## config.mk

```make
export PLATFORM = sky130hd
export DESIGN_NAME = neuron_config_loader
export DESIGN_NICKNAME = d
export VERILOG_FILES = /design/src/rtl/neuron_cfg_pkg.sv /design/src/rtl/cfg_byte_assembler.sv /design/src/rtl/neuron_config_loader.sv
export SDC_FILE = /design/constraint.sdc
export NUM_CORES = 1
export LEC_CHECK = 0
export BUFFER_PORTS_ARGS = -buffer_cell sky130_fd_sc_hd__buf_2
export CAP_MARGIN = 20
export CORE_UTILIZATION = 56
export CTS_BUF_LIST = sky130_fd_sc_hd__clkbuf_16
export CTS_CLUSTER_DIAMETER = 40
export DETAILED_ROUTE_END_ITERATION = 8
export PLACE_DENSITY = 0.79
export SYNTH_ARGS = -nofsm -noshare
export SYNTH_HDL_FRONTEND = slang
export SYNTH_HIERARCHICAL = 1
export SYNTH_SLANG_ARGS = --single-unit
```

## constraint.sdc

```tcl
create_clock -name clk -period 1.9 [get_ports clk]
set_clock_uncertainty 0.1 [all_clocks]
set_input_delay 0.475 -clock clk [delete_from_list [all_inputs] [get_ports clk]]
set_output_delay 0.475 -clock clk [all_outputs]
set_load 0.05 [all_outputs]
```

## src/rtl/neuron_cfg_pkg.sv

```systemverilog
// neuron_cfg_pkg: shared types and helpers for the neuron configuration loader.
//   cfg_state_t : loader FSM states
//   SHIFT_BITS  : width of the neuron decay-shift field
//   cfg_bytes() : number of stream bytes that carry one packed configuration word
package neuron_cfg_pkg;

    localparam int unsigned SHIFT_BITS = 3;

    typedef enum logic [1:0] {
        IDLE   = 2'd0,
        LOAD   = 2'd1,
        CHECK  = 2'd2,
        COMMIT = 2'd3
    } cfg_state_t;

    // Bytes needed for {bias, shift, weights}, rounded up to whole bytes.
    function automatic int unsigned cfg_bytes(input int unsigned synapses,
                                              input int unsigned membrane_bits);
        return (synapses + SHIFT_BITS + membrane_bits + 32'd7) / 32'd8;
    endfunction

endpackage

```

## src/rtl/cfg_byte_assembler.sv

```systemverilog
// cfg_byte_assembler: byte counter plus shadow register for one configuration frame.
// Optional macro: NEURON_CFG_CHECKSUM_EN adds the running XOR of the data bytes.
// Ports:
//   clk, reset  : clock, synchronous active-high reset
//   clear       : restart frame (counter, shadow and XOR cleared)
//   write       : store data_in at the current byte index and advance
//   data_in     : incoming byte
//   shadow      : assembled configuration word (little-endian byte order)
//   xor_sum     : XOR of all bytes written since clear (checksum build only)
//   last_byte   : the next write fills the final byte of the frame
module cfg_byte_assembler
    import neuron_cfg_pkg::*;
#(
    parameter int unsigned CONFIG_BITS = 42,
    parameter int unsigned BYTES       = 6
) (
    input  logic                   clk,
    input  logic                   reset,
    input  logic                   clear,
    input  logic                   write,
    input  logic [7:0]             data_in,
    output logic [CONFIG_BITS-1:0] shadow,
`ifdef NEURON_CFG_CHECKSUM_EN
    output logic [7:0]             xor_sum,
`endif
    output logic                   last_byte
);

    localparam int unsigned CNT_BITS = (BYTES > 1) ? $clog2(BYTES + 1) : 1;

    logic [CNT_BITS-1:0] count;

    assign last_byte = (count == CNT_BITS'(BYTES - 1));

    // Byte-indexed shadow write; bits beyond CONFIG_BITS in the last byte are dropped.
    always_ff @(posedge clk) begin
        if (reset || clear) begin
            count  <= '0;
            shadow <= '0;
        end else if (write) begin
            for (int unsigned b = 0; b < CONFIG_BITS; b++) begin
                if (count == CNT_BITS'(b / 8)) begin
                    shadow[b] <= data_in[b % 8];
                end
            end
            count <= count + CNT_BITS'(1);
        end
    end

`ifdef NEURON_CFG_CHECKSUM_EN
    // Running XOR covers all 8 bits of every data byte, including unused high bits.
    always_ff @(posedge clk) begin
        if (reset || clear) begin
            xor_sum <= 8'h00;
        end else if (write) begin
            xor_sum <= xor_sum ^ data_in;
        end
    end
`endif

endmodule

```

## src/rtl/neuron_config_loader.sv

```systemverilog
// neuron_config_loader: byte-serial configuration front end for neuron_pwm.
// Collects a {bias, shift, weights} frame into a shadow register and commits it
// atomically to the active outputs. Optional macro: NEURON_CFG_CHECKSUM_EN adds a
// trailing XOR checksum byte and the CHECK state.
// Ports:
//   clk, reset           : clock, synchronous active-high reset
//   start                : begin a new frame (aborts any frame in progress)
//   data_in, data_valid  : byte stream input
//   data_ready           : byte accepted this cycle when data_valid is high
//   hold                 : inhibit commit while high
//   weights, shift, bias : active configuration driving the neuron
//   busy                 : loader not idle
//   committed            : one-cycle pulse, new configuration visible
//   error                : one-cycle pulse, checksum mismatch
module neuron_config_loader
    import neuron_cfg_pkg::*;
#(
    parameter int unsigned SYNAPSES      = 32,
    parameter int unsigned MEMBRANE_BITS = $clog2(SYNAPSES) + 2
) (
    input  logic                            clk,
    input  logic                            reset,
    input  logic                            start,
    input  logic [7:0]                      data_in,
    input  logic                            data_valid,
    output logic                            data_ready,
    input  logic                            hold,
    output logic [SYNAPSES-1:0]             weights,
    output logic [SHIFT_BITS-1:0]           shift,
    output logic signed [MEMBRANE_BITS-1:0] bias,
    output logic                            busy,
    output logic                            committed,
    output logic                            error
);

    localparam int unsigned CONFIG_BITS = SYNAPSES + SHIFT_BITS + MEMBRANE_BITS;
    localparam int unsigned BYTES       = cfg_bytes(SYNAPSES, MEMBRANE_BITS);

    cfg_state_t             state_q;
    cfg_state_t             state_d;
    logic                   accept;
    logic                   write_byte;
    logic                   commit_now;
    logic                   last_byte;
    logic [CONFIG_BITS-1:0] shadow;
`ifdef NEURON_CFG_CHECKSUM_EN
    logic [7:0]             xor_sum;
    logic                   cks_bad;
`endif

    // start blocks the handshake so a byte in the restart cycle is never taken.
    assign data_ready = ((state_q == LOAD) || (state_q == CHECK)) && !start;
    assign accept     = data_valid && data_ready;

    cfg_byte_assembler #(
        .CONFIG_BITS (CONFIG_BITS),
        .BYTES       (BYTES)
    ) u_assembler (
        .clk       (clk),
        .reset     (reset),
        .clear     (start),
        .write     (write_byte),
        .data_in   (data_in),
        .shadow    (shadow),
`ifdef NEURON_CFG_CHECKSUM_EN
        .xor_sum   (xor_sum),
`endif
        .last_byte (last_byte)
    );

    // State register.
    always_ff @(posedge clk) begin
        if (reset) begin
            state_q <= IDLE;
        end else begin
            state_q <= state_d;
        end
    end

    // Next-state and control decode; start overrides every state.
    always_comb begin
        state_d    = state_q;
        write_byte = 1'b0;
        commit_now = 1'b0;
`ifdef NEURON_CFG_CHECKSUM_EN
        cks_bad    = 1'b0;
`endif
        if (start) begin
            state_d = LOAD;
        end else begin
            case (state_q)
                IDLE: begin
                    state_d = IDLE;
                end
                LOAD: begin
                    if (accept) begin
                        write_byte = 1'b1;
                        if (last_byte) begin
`ifdef NEURON_CFG_CHECKSUM_EN
                            state_d = CHECK;
`else
                            state_d = COMMIT;
`endif
                        end
                    end
                end
`ifdef NEURON_CFG_CHECKSUM_EN
                CHECK: begin
                    if (accept) begin
                        if (data_in == xor_sum) begin
                            state_d = COMMIT;
                        end else begin
                            cks_bad = 1'b1;
                            state_d = IDLE;
                        end
                    end
                end
`endif
                COMMIT: begin
                    if (!hold) begin
                        commit_now = 1'b1;
                        state_d    = IDLE;
                    end
                end
                default: begin
                    state_d = IDLE;
                end
            endcase
        end
    end

    // Active configuration and status flags; configuration changes only on commit.
    always_ff @(posedge clk) begin
        if (reset) begin
            weights   <= '0;
            shift     <= '0;
            bias      <= '0;
            busy      <= 1'b0;
            committed <= 1'b0;
        end else begin
            busy      <= (state_d != IDLE);
            committed <= commit_now;
            if (commit_now) begin
                weights <= shadow[SYNAPSES-1:0];
                shift   <= shadow[SYNAPSES +: SHIFT_BITS];
                bias    <= shadow[SYNAPSES+SHIFT_BITS +: MEMBRANE_BITS];
            end
        end
    end

`ifdef NEURON_CFG_CHECKSUM_EN
    always_ff @(posedge clk) begin
        if (reset) begin
            error <= 1'b0;
        end else begin
            error <= cks_bad;
        end
    end
`else
    assign error = 1'b0;
`endif

endmodule

```

# --- Yosys cells after proc, flatten, opt, wreduce, memory -nomap -nowiden ---
# Cells that the tools add are included.
totals:
  ff_bits: 91
  input_bits: 13
  out_inout_bits: 46
  elab_cells: 46
classes:
  addsub: 1
  n_eq_ne: 8
  mux: 11
  n_reduce_logical: 13
ops:
  columns: ["cell", "count"]
  rows:
  - ["$reduce_and A2 Y1", 6]
  - ["$mux W2", 4]
  - ["$eq A3 B2 Y1 const B", 2]
  - ["$eq A3 B3 Y1 const B", 2]
  - ["$mux W1", 6]
  - ["$eq A2 B2 Y1 const B", 2]
  - ["$pmux W2 S2", 1]
  - ["$add A3 B1 Y3 const B", 1]
  - ["$eq A3 B1 Y1 const B", 1]
  - ["$logic_not A3 Y1", 1]
  - ["$eq A2 B1 Y1 const B", 1]
  - ["$logic_and A1 B1 Y1", 2]
  - ["$logic_or A1 B1 Y1", 2]
  - ["$reduce_bool A2 Y1", 1]
  - ["$logic_not A1 Y1", 1]

# --- Logic depth before layout (Yosys ltp) ---
# Gate-level depths: netlist of the first run.
depth:
  ltp_word: 8
  ltp_mapped: 7

# --- Cells and area by module ---
# The synthesis of the first run kept the hierarchy.
modules_own_cells:
  columns: ["mod", "instances", "cells_each", "area_per_inst_um2"]
  rows:
  - ["cfg_byte_assembler", 1, 186, 2044.5]
  - ["neuron_config_loader", 1, 204, 1785.5]

# --- Least setup slack after synthesis of the first run ---
# OpenSTA, ideal clock, no wires.
synth_timing:
  path_kind: "register to output"
  start: "reg state_q[1]"
  end: "out data_ready"
  t_arrival_ps: 1289
  path_slack_ps: 36
  stages_incl_launch_ff: 4
  n_path_buf: 0
  cell_sequence: "dfxtp_1 > inv_1 > ha_1 > nor2_1"
synth_via:
  elab_chain_cells: 3
synth_rtl:
  columns: ["element", "line_no", "text"]
  rows:
  - ["start: declaration", "neuron_config_loader.sv:39", "cfg_state_t state_q;"]
  - ["start signal: assignment", "neuron_config_loader.sv:76", "state_q <= state_d;"]
  - ["$eq A2 B1 Y1 / $eq A2 B2 Y1 (equally long branches)", "neuron_config_loader.sv:52", "assign data_ready = ((state_q == LOAD) || (state_q == CHECK)) && !start;"]
  - ["$logic_or A1 B1 Y1 (*)", "neuron_config_loader.sv:52", null]
  - ["$logic_and A1 B1 Y1 (*)", "neuron_config_loader.sv:52", null]
  - ["end: declaration", "neuron_config_loader.sv:26", "output logic data_ready,"]
# Every way passes the cells marked *; elsewhere a longest branch is shown, timed or not.

# --- Worst setup path after layout of the first run ---
# Same ends and word-level chain as after synthesis.

==> results of run 1 <==
sequential cells by signal, summed over array words and instances, names as in the netlist:
| signal | flops |
|---|---|
| u_assembler/shadow | 42 |
| weights | 32 |
| bias | 7 |
| shift | 3 |
| u_assembler/count | 3 |
| state_q | 2 |
| busy | 1 |
| committed | 1 |
worst min-delay path, stage by stage:
cell,delay (ns)
buf_2,0.10
nand3_1,0.06
a21oi_1,0.05
routing by layer:
metal / track usage (%) / vias up
li1: - / 1431
met1: 29.3 / 1314
met2: 37.1 / 56
met3: 4.62 / 4
met4: 7.86 / 0
met5: 0 / -
worst paths after layout:
path / slack [ns] / start / cells past startpoint / to
max: 0.07 / state_q[1] / 4 / data_ready
min: 0.30 / data_in[6] / 3 / u_assembler/shadow[30]
max reg2reg: 0.13 / state_q[1] / 5 / u_assembler/shadow[37]
min reg2reg: 0.35 / bias[5] / 2 / bias[5]
kinds of logic after synthesis:
| logic type | after synthesis | share of synthesized area, % |
|---|---|---|
| DFF | 91 | 47.6 |
| xor gates and xnor gates | 1 | 0.229 |
| buffers and inverters | 38 | 8.10 |
| and+or+nand+nor | 155 | 23.1 |
| AOI/OAI and AO/OA | 62 | 9.51 |
| other | 1 | 0.0979 |
| muxes | 35 | 9.15 |
| adders and majority gates | 7 | 2.29 |
placed cells by master (no fill, tap or decap), drive strengths merged, types with 2 or more instances in the layout:
cell,n
inv,5
nor3b,2
nor2,6
nand2,84
dfxtp,91
ha,7
clkinv,3
clkbuf,9
nand3b,3
mux2i,35
a21bo,8
buf,76
or3b,43
or2,2
nand3,10
a21oi,50
clkinvlp,3
stage by stage:
step / util [%] / std cells
2_1_floorplan: - / 390
3_5_place_dp: 63.0 / 509
4_1_cts: 67.4 / 525
5_1_grt: 67.6 / 525
6_report: 67.6 / 525
3_3_place_gp: 63.0 / 509
power by group:
| part | switching [mW] | internal (mW) | total (mW) |
|---|---|---|---|
| clock | 0.721 | 0.879 | 1.60 |
| combinational | 0.0934 | 0.0492 | 0.143 |
| sequential | 0.00372 | 1.91 | 1.92 |
area by class of cell:
cell class	count	area, um^2
inverter	4	15.0
multi-input combinational	261	1720
timing repair buffer	76	447
sequential	91	1820
tap	77	96.3
clock inverter	7	43.8
fill	522	2090
clock buffer	9	225
timing repair:
action,in CTS,in global routing
cloned,0,0
setup endpoints to repair,2,18
resized for setup,4,4
setup buffers,0,0
pin swaps,0,1
==> results.ini, run 1 <==
[critical_path]
cpPeakStageDelay_ns=0.34
crit_family=flip-flops
arrival_ns=1.25
cp-end-kind=output port
crit_required_ns=1.32
cp_max_fo=3
worstSetupPathType=flop to output port
path_buf_inv=2
cp_slowest_cell=dfxtp_2
cp-start-kind=flop
crit_chain=inv_1, ha_4, nor2_2, buf_6

[floorplan]
core_area_um2=6460
io_pins=59
die-area_um2=7170
row_count=29
initial_core_util_pct=59.3
die-width_um=84.7
die_y_um=84.7

[yosys]
async_flop_share_pct=0
yosys-top-cells-area=dfxtp_1 48%, mux2i_1 9.1%, or3b_1 8.5%, nand2_1 8.2%, a21oi_1 6.5%
synthDistinctLibCells=33
synth.most_common_cell=dfxtp_1
netlist_instances=390
ys_ff_latch=91
ys.flop_type=dfxtp_1
yosysSeqAreaShare_pct=47.6
yosys_warnings=6
synth_area_leader_cell=dfxtp_1
synth_nets=410
syn_area_per_cell_um2=9.82
synth_edf_count=0
synthDominantCellAreaShare_pct=47.6
synth_commonest_cells=91 x dfxtp_1, 84 x nand2_1, 50 x a21oi_1, 37 x or3b_1, 35 x mux2i_1
netlist_area_um2=3830

[clock_network]
cts_max_level=3
hold_buffers=0
cts.sinks=91
clock-root-buffer=clkbuf_16
clockBufferDepth=2
cts_inserted_buffers=9
cts_tree=built
clkLatencyLatePin_ns=0.33
clk_pin_slew_ns=0.06

[finish]
syn_to_final_growth_pct=14.1
nets=463
diodes=0
stdcell_area_um2=4370
drive_above_1_share_pct=24.8

[power]
vdd_drop_max_uv=579
p_leak_nw=1.83
cellPowerDensity_nw_per_um2=837
finalPower_mw=3.66

[grt]
grt_pass1_vias=2687
grt_use_total_pct=22.5
grt_remaining_overflow=0
antenna_found_initial=0
grt_start_max_net_pins=34
grt_pass1_wl_mm=12.7

[route]
first_pass_iters=8
wl_met3_um=243
wl_per_cell_um=14.4
top_layer=met4
wl_met1_mm=3.62
dr_wl_met2_mm=3.67
drtIter0Drc=157
num_vias=2805
final_antenna_net_count=0
drc=1
routed_wl_mm=7.57
viasPerCell=5.34

[place]
dp_hpwl_mm=5.04
place_ws_ns=0.00342
port_buffers=57
dpl_cell_area_um2=4070
gp_congestion=0.757

[hold_path]
worstHoldPathType=primary input to flop

[timing]
fmax_mhz=547
holdWs_ns=0.303
setup_viol=0
slew_violations=0
rsz0062_at_grt=no
hold_viol_final=0
setup-tns-final_ns=0
fin_crit_sh_pct=96.2
fin_crit_ns=1.83
layout_setup_ws_ns=0.0718

[job]
cap_violations=0

[outcome]
violations=design-rule violations
status=finished with violations

Note: power is estimated with default switching activity, not from simulation.
==> run 2, diff against run 1 <==
--- a/config.mk
+++ b/config.mk
@@ -9,9 +9,8 @@
 export CAP_MARGIN = 20
 export CORE_UTILIZATION = 56
 export CTS_BUF_LIST = sky130_fd_sc_hd__clkbuf_16
-export CTS_CLUSTER_DIAMETER = 40
 export DETAILED_ROUTE_END_ITERATION = 8
-export PLACE_DENSITY = 0.79
+export PLACE_DENSITY_LB_ADDON = 0.3
 export SYNTH_ARGS = -nofsm -noshare
 export SYNTH_HDL_FRONTEND = slang
 export SYNTH_HIERARCHICAL = 1
==> results.ini, run 2 (same netlist as run 1, synthesis figures left out) <==
[outcome]
status=finished, final reports clean

[power]
internal_power_mw=3.10  ; +9.0%
p_leak_nw=1.84  ; +0.66%
p_comb_share_pct=3.7  ; -0.2 points
vdd_drop_max_uv=494  ; -15%
finalPower_mw=3.89  ; +6.3%
p_sw_share_pct=20.4  ; -2.0 points
seq_power_share_pct=49.3  ; -3.1 points
cellPowerDensity_nw_per_um2=887  ; +6.0%
switching_power_mw=0.793  ; -3.1%
pwr-share-clk_pct=47.1  ; +3.4 points

[grt]
grt_start_max_net_pins=37  ; +8.8%
grt_pass1_wl_mm=12.8  ; +0.86%
grt_pass1_vias=2637  ; -1.9%
antenna_found_initial=0  ; unchanged
grt_remaining_overflow=0  ; unchanged
grt_use_total_pct=23.1  ; +0.62 points

[critical_path]
worstSetupPathType=flop to output port
crit_required_ns=1.32  ; about the same
cp-start-kind=flop
arrival_ns=1.30  ; +0.05 ns
cp-end-kind=output port
r2r_start=state_q[0]
r2r_slack_ns=0.10  ; -0.03 ns
rr_endpoint=u_assembler/shadow[38]
r2r.worst_path.cells=4  ; -1
cp_max_fo=3  ; unchanged

[route]
final_antenna_net_count=0  ; unchanged
drtIter0Drc=172  ; +9.6%
first_pass_iters=6  ; -2
num_vias=2856  ; +1.8%
routed_wl_mm=7.95  ; +5.0%
wl_per_cell_um=15.3  ; +5.8%
drc=0  ; -1
viasPerCell=5.48  ; +2.6%

[finish]
final_common_cell=dfxtp_1
n_fill_cell=524  ; +0.38%
largest_reg_flops=42  ; unchanged
layout_common_cells=90 x dfxtp_1, 84 x nand2_1, 56 x buf_2, 50 x a21oi_1, 37 x or3b_1
reg_top3=u_assembler/shadow: 42 flops, weights: 32 flops, bias: 7 flops
drive_above_1_share_pct=23.6  ; -1.1 points
nets=459  ; -0.86%
seqCellArea_um2=1820  ; about the same
regMostFlops=u_assembler/shadow
stdcell_area_um2=4380  ; +0.29%
multi_input_area_um2=1720  ; unchanged
syn_to_final_growth_pct=14.4
diodes=0  ; unchanged

[clock_network]
cts_tree=built
clockBufferDepth=2  ; unchanged
clkLatencyLatePin_ns=0.33  ; about the same
cts_inserted_buffers=9  ; unchanged
clk_pin_slew_ns=0.06  ; about the same
hold_buffers=0  ; unchanged
cts.sinks=91  ; unchanged
cts_max_level=3  ; unchanged
postCtsSetupBuffers=0  ; unchanged
clock-root-buffer=clkbuf_16

[hold_path]
whs_endpoint=u_assembler/shadow[24]
worstHoldStart=data_in[0]
worstHoldPathType=primary input to flop
hold_path_depth=3  ; unchanged

[timing]
hold_viol_final=0  ; unchanged
setup_viol=0  ; unchanged
fin_crit_ns=1.88  ; +0.0470 ns
fmax_mhz=533  ; -2.5%
holdWs_ns=0.306  ; +0.00367 ns
slew_headroom_pct=64.9
fin_crit_sh_pct=98.7  ; +2.5 points
worst_slew_pin_slew_ns=0.526
slew_violations=0  ; unchanged

[floorplan]
die_y_um=84.7  ; unchanged
die-area_um2=7170  ; unchanged
row_count=29  ; unchanged
die-width_um=84.7  ; unchanged
initial_core_util_pct=59.3  ; unchanged
io_pins=59  ; unchanged
core_area_um2=6460  ; unchanged

[job]
cap_violations=0  ; unchanged

[place]
dp_hpwl_mm=5.19  ; +3.0%
port_buffers=57  ; unchanged
dpl_cell_area_um2=4040  ; -0.74%
gp_congestion=0.784  ; +3.5%

[run 2: how the worst max path moves through the flow]
stage / startpoint / endpoint
after global placement: state_q[1] / u_assembler/count[1]
final: state_q[0] / data_ready
after CTS: state_q[1] / data_ready
after global routing: state_q[0] / data_ready
after detailed placement: state_q[1] / u_assembler/shadow[38]
after floorplan: state_q[1] / data_ready
[run 2: power by group through the flow]
stage               Combinational [mW]  Sequential, mW  Clock, mW
floorplan                       0.0902            1.96          0
global placement                 0.133            1.96          0
detailed placement               0.135            1.96          0
CTS                              0.138            1.91       1.87
global route                     0.152            1.91       1.94
finish                           0.142            1.92       1.83
[run 2: timing repair]
action,CTS,global route
setup endpoints to repair,2,11
pin swaps,0,1
gates resized for setup,5,3
[run 2: layout make-up]
| cell class | instances | area share (%) |
|---|---|---|
| Sequential cell | 91 | 41.6 |
| Multi-Input combinational cell | 261 | 39.2 |
| Timing Repair Buffer | 72 | 9.59 |
| Clock buffer | 9 | 5.14 |
| Tap cell | 77 | 2.20 |
| Clock inverter | 7 | 1.91 |
| Inverter | 4 | 0.343 |
[run 2: critical path: stages (launching register included)]
cell and delay [ns]:
dfxtp_1 0.43, ha_4 0.24, nor2_2 0.13, buf_6 0.17
[run 2: stage by stage]
stage | instances | setup slack [ns] | utilization, % | setup TNS, ns
finish | 521 | 0.0247 | 67.8 | 0
global placement | 505 | 0.120 | 62.6 | 0
CTS | 521 | 0.0117 | 67.5 | 0
floorplan | 390 | 0.0361 | - | 0
global route | 521 | -0.00360 | 67.8 | -0.00360
detailed placement | 505 | 0.0205 | 62.6 | 0
[run 2: layer usage]
layer  vias to the layer above  part of all wire, %  track usage [%]
met3                        14                  3.3             5.01
met1                      1356                   45             30.4
met5                         -                    0                0
li1                       1421                    -                -
met2                        65                   49             37.0
met4                         0                  2.1             9.40
==> run 3, diff against run 2 <==
--- a/config.mk
+++ b/config.mk
@@ -7,10 +7,11 @@
 export LEC_CHECK = 0
 export BUFFER_PORTS_ARGS = -buffer_cell sky130_fd_sc_hd__buf_2
 export CAP_MARGIN = 20
+export CORE_MARGIN = 2
 export CORE_UTILIZATION = 56
 export CTS_BUF_LIST = sky130_fd_sc_hd__clkbuf_16
 export DETAILED_ROUTE_END_ITERATION = 8
-export PLACE_DENSITY_LB_ADDON = 0.3
+export PLACE_DENSITY = 0.84
 export SYNTH_ARGS = -nofsm -noshare
 export SYNTH_HDL_FRONTEND = slang
 export SYNTH_HIERARCHICAL = 1
==> results.ini, run 3 (same netlist as run 1, synthesis figures left out) <==
[floorplan]
die-area_um2=7520  ; +4.8%
row_count=30  ; +3.4%
die_y_um=86.7  ; +2.4%
core_area_um2=6720  ; +4.0%
die-width_um=86.7  ; +2.4%
initial_core_util_pct=57.0  ; -2.3 points
io_pins=59  ; unchanged

[critical_path]
crit_required_ns=1.32  ; about the same
r2r_slack_ns=0.07  ; -0.03 ns
cp-end-kind=output port
cp_max_fo=3  ; unchanged
cp-start-kind=flop
worstSetupPathType=flop to output port
arrival_ns=1.26  ; -0.04 ns

[power]
vdd_drop_max_uv=583  ; +18%
p_sw_share_pct=21.7  ; +1.3 points
pwr-share-clk_pct=45.7  ; -1.4 points
p_comb_share_pct=3.8  ; about the same
p_leak_nw=1.82  ; -0.73%
cellPowerDensity_nw_per_um2=871  ; -1.8%
seq_power_share_pct=50.5  ; +1.2 points
switching_power_mw=0.822  ; +3.6%
internal_power_mw=2.97  ; -4.0%

[route]
routed_wl_mm=8.00  ; +0.68%
final_antenna_net_count=0  ; unchanged
first_pass_iters=4  ; -2
drtIter0Drc=194  ; +13%
num_vias=2833  ; -0.81%
wl_per_cell_um=15.3  ; +0.29%
viasPerCell=5.42  ; -1.2%
drc=0  ; unchanged

[finish]
layout_common_cells=89 x dfxtp_1, 84 x nand2_1, 56 x buf_2, 50 x a21oi_1, 37 x or3b_1
stdcell_area_um2=4350  ; -0.63%
drive_above_1_share_pct=24.2  ; +0.50 points
finalNonFillerCells=523  ; +0.38%
largest_reg_flops=42  ; unchanged
reg_top3=u_assembler/shadow: 42 flops, weights: 32 flops, bias: 7 flops
utilization_pct=64.8  ; -3.0 points
nets=458  ; -0.22%
final_common_cell=dfxtp_1
n_fill_cell=536  ; +2.3%
diodes=0  ; unchanged
regMostFlops=u_assembler/shadow
syn_to_final_growth_pct=13.7

[grt]
grt_remaining_overflow=0  ; unchanged
grt_start_max_net_pins=38  ; +2.7%
antenna_found_initial=0  ; unchanged
grt_pass1_wl_mm=13.4  ; +4.0%
grt_use_total_pct=22.8  ; -0.24 points
grt_pass1_vias=2767  ; +4.9%

[timing]
setup_viol=0  ; unchanged
fmax_mhz=544  ; +1.9%
hold_viol_final=0  ; unchanged
setup-tns-final_ns=0  ; unchanged
layout_setup_ws_ns=0.0604  ; +0.0357 ns
slew_headroom_pct=64.2  ; -0.69 points
rsz0062_at_grt=no
fin_crit_sh_pct=96.8  ; -1.9 points
worst_slew_pin_slew_ns=0.537  ; +0.0104 ns
fin_crit_ns=1.84  ; -0.0357 ns
slew_violations=0  ; unchanged

[clock_network]
clockBufferDepth=2  ; unchanged
postCtsSetupBuffers=0  ; unchanged
clk_pin_slew_ns=0.06  ; about the same
cts.sinks=91  ; unchanged
clock-root-buffer=clkbuf_16
clkLatencyLatePin_ns=0.33  ; about the same
cts_inserted_buffers=9  ; unchanged
cts_max_level=3  ; unchanged
cts_tree=built

[place]
port_buffers=57  ; unchanged
dpl_cell_area_um2=4040  ; about the same
place_ws_ns=-0.00176  ; -0.0223 ns
place_inst=507  ; +0.40%
dp_hpwl_mm=5.29  ; +2.0%
gp_congestion=0.843  ; +7.6%

[job]
cap_violations=0  ; unchanged

[hold_path]
worstHoldPathType=primary input to flop

[outcome]
status=finished, final reports clean

[run 3: power groups by stage]
stage	Clock [mW]	Combinational, mW	Sequential [mW]
final	1.74	0.143	1.92
after floorplan	0	0.0902	1.96
after global placement	0	0.130	1.96
after global routing	1.84	0.153	1.91
after detailed placement	0	0.133	1.96
after CTS	1.76	0.139	1.91
[run 3: layout make-up]
| cell class | count | area (um^2) | area share (%) |
|---|---|---|---|
| clock buffer | 9 | 225 | 5.17 |
| clock inverter | 7 | 67.6 | 1.55 |
| inverter | 4 | 15.0 | 0.345 |
| multi-input combinational | 261 | 1710 | 39.3 |
| sequential | 91 | 1820 | 41.9 |
| tap | 80 | 100 | 2.30 |
| timing repair buffer | 71 | 409 | 9.40 |
[run 3: routing by layer]
| layer | track usage [%] | part of all wire, % |
|---|---|---|
| met1 | 30.1 | 45 |
| met4 | 9.66 | 1.3 |
| met2 | 37.0 | 49 |
| met3 | 4.10 | 4.8 |
| met5 | 0 | 0 |
[run 3: worst max-delay path, stage by stage, from the launching register on]
cell	delay, ns
dfxtp_2	0.35
inv_2	0.06
ha_4	0.22
nor2_2	0.13
buf_6	0.17
[run 3: repair_timing]
action,CTS,global route
gates resized for setup,5,2
pin swaps,1,0
setup endpoints to repair,2,5
hold buffers,0,0
[run 3: path summary, 6_finish.rpt]
path / cells past startpoint / endpoint / start
max: 4 / data_ready / state_q[1]
min: 3 / u_assembler/shadow[26] / data_in[2]
max reg2reg: 6 / u_assembler/count[1] / state_q[1]
min reg2reg: 2 / bias[5] / bias[5]
[run 3: per-stage QoR]
stage	hold WS [ns]	total power, mW
2_1_floorplan	0.324	2.05
3_3_place_gp	0.340	2.09
3_5_place_dp	0.342	2.09
4_1_cts	0.304	3.82
5_1_grt	0.324	3.90
6_report	0.321	3.79
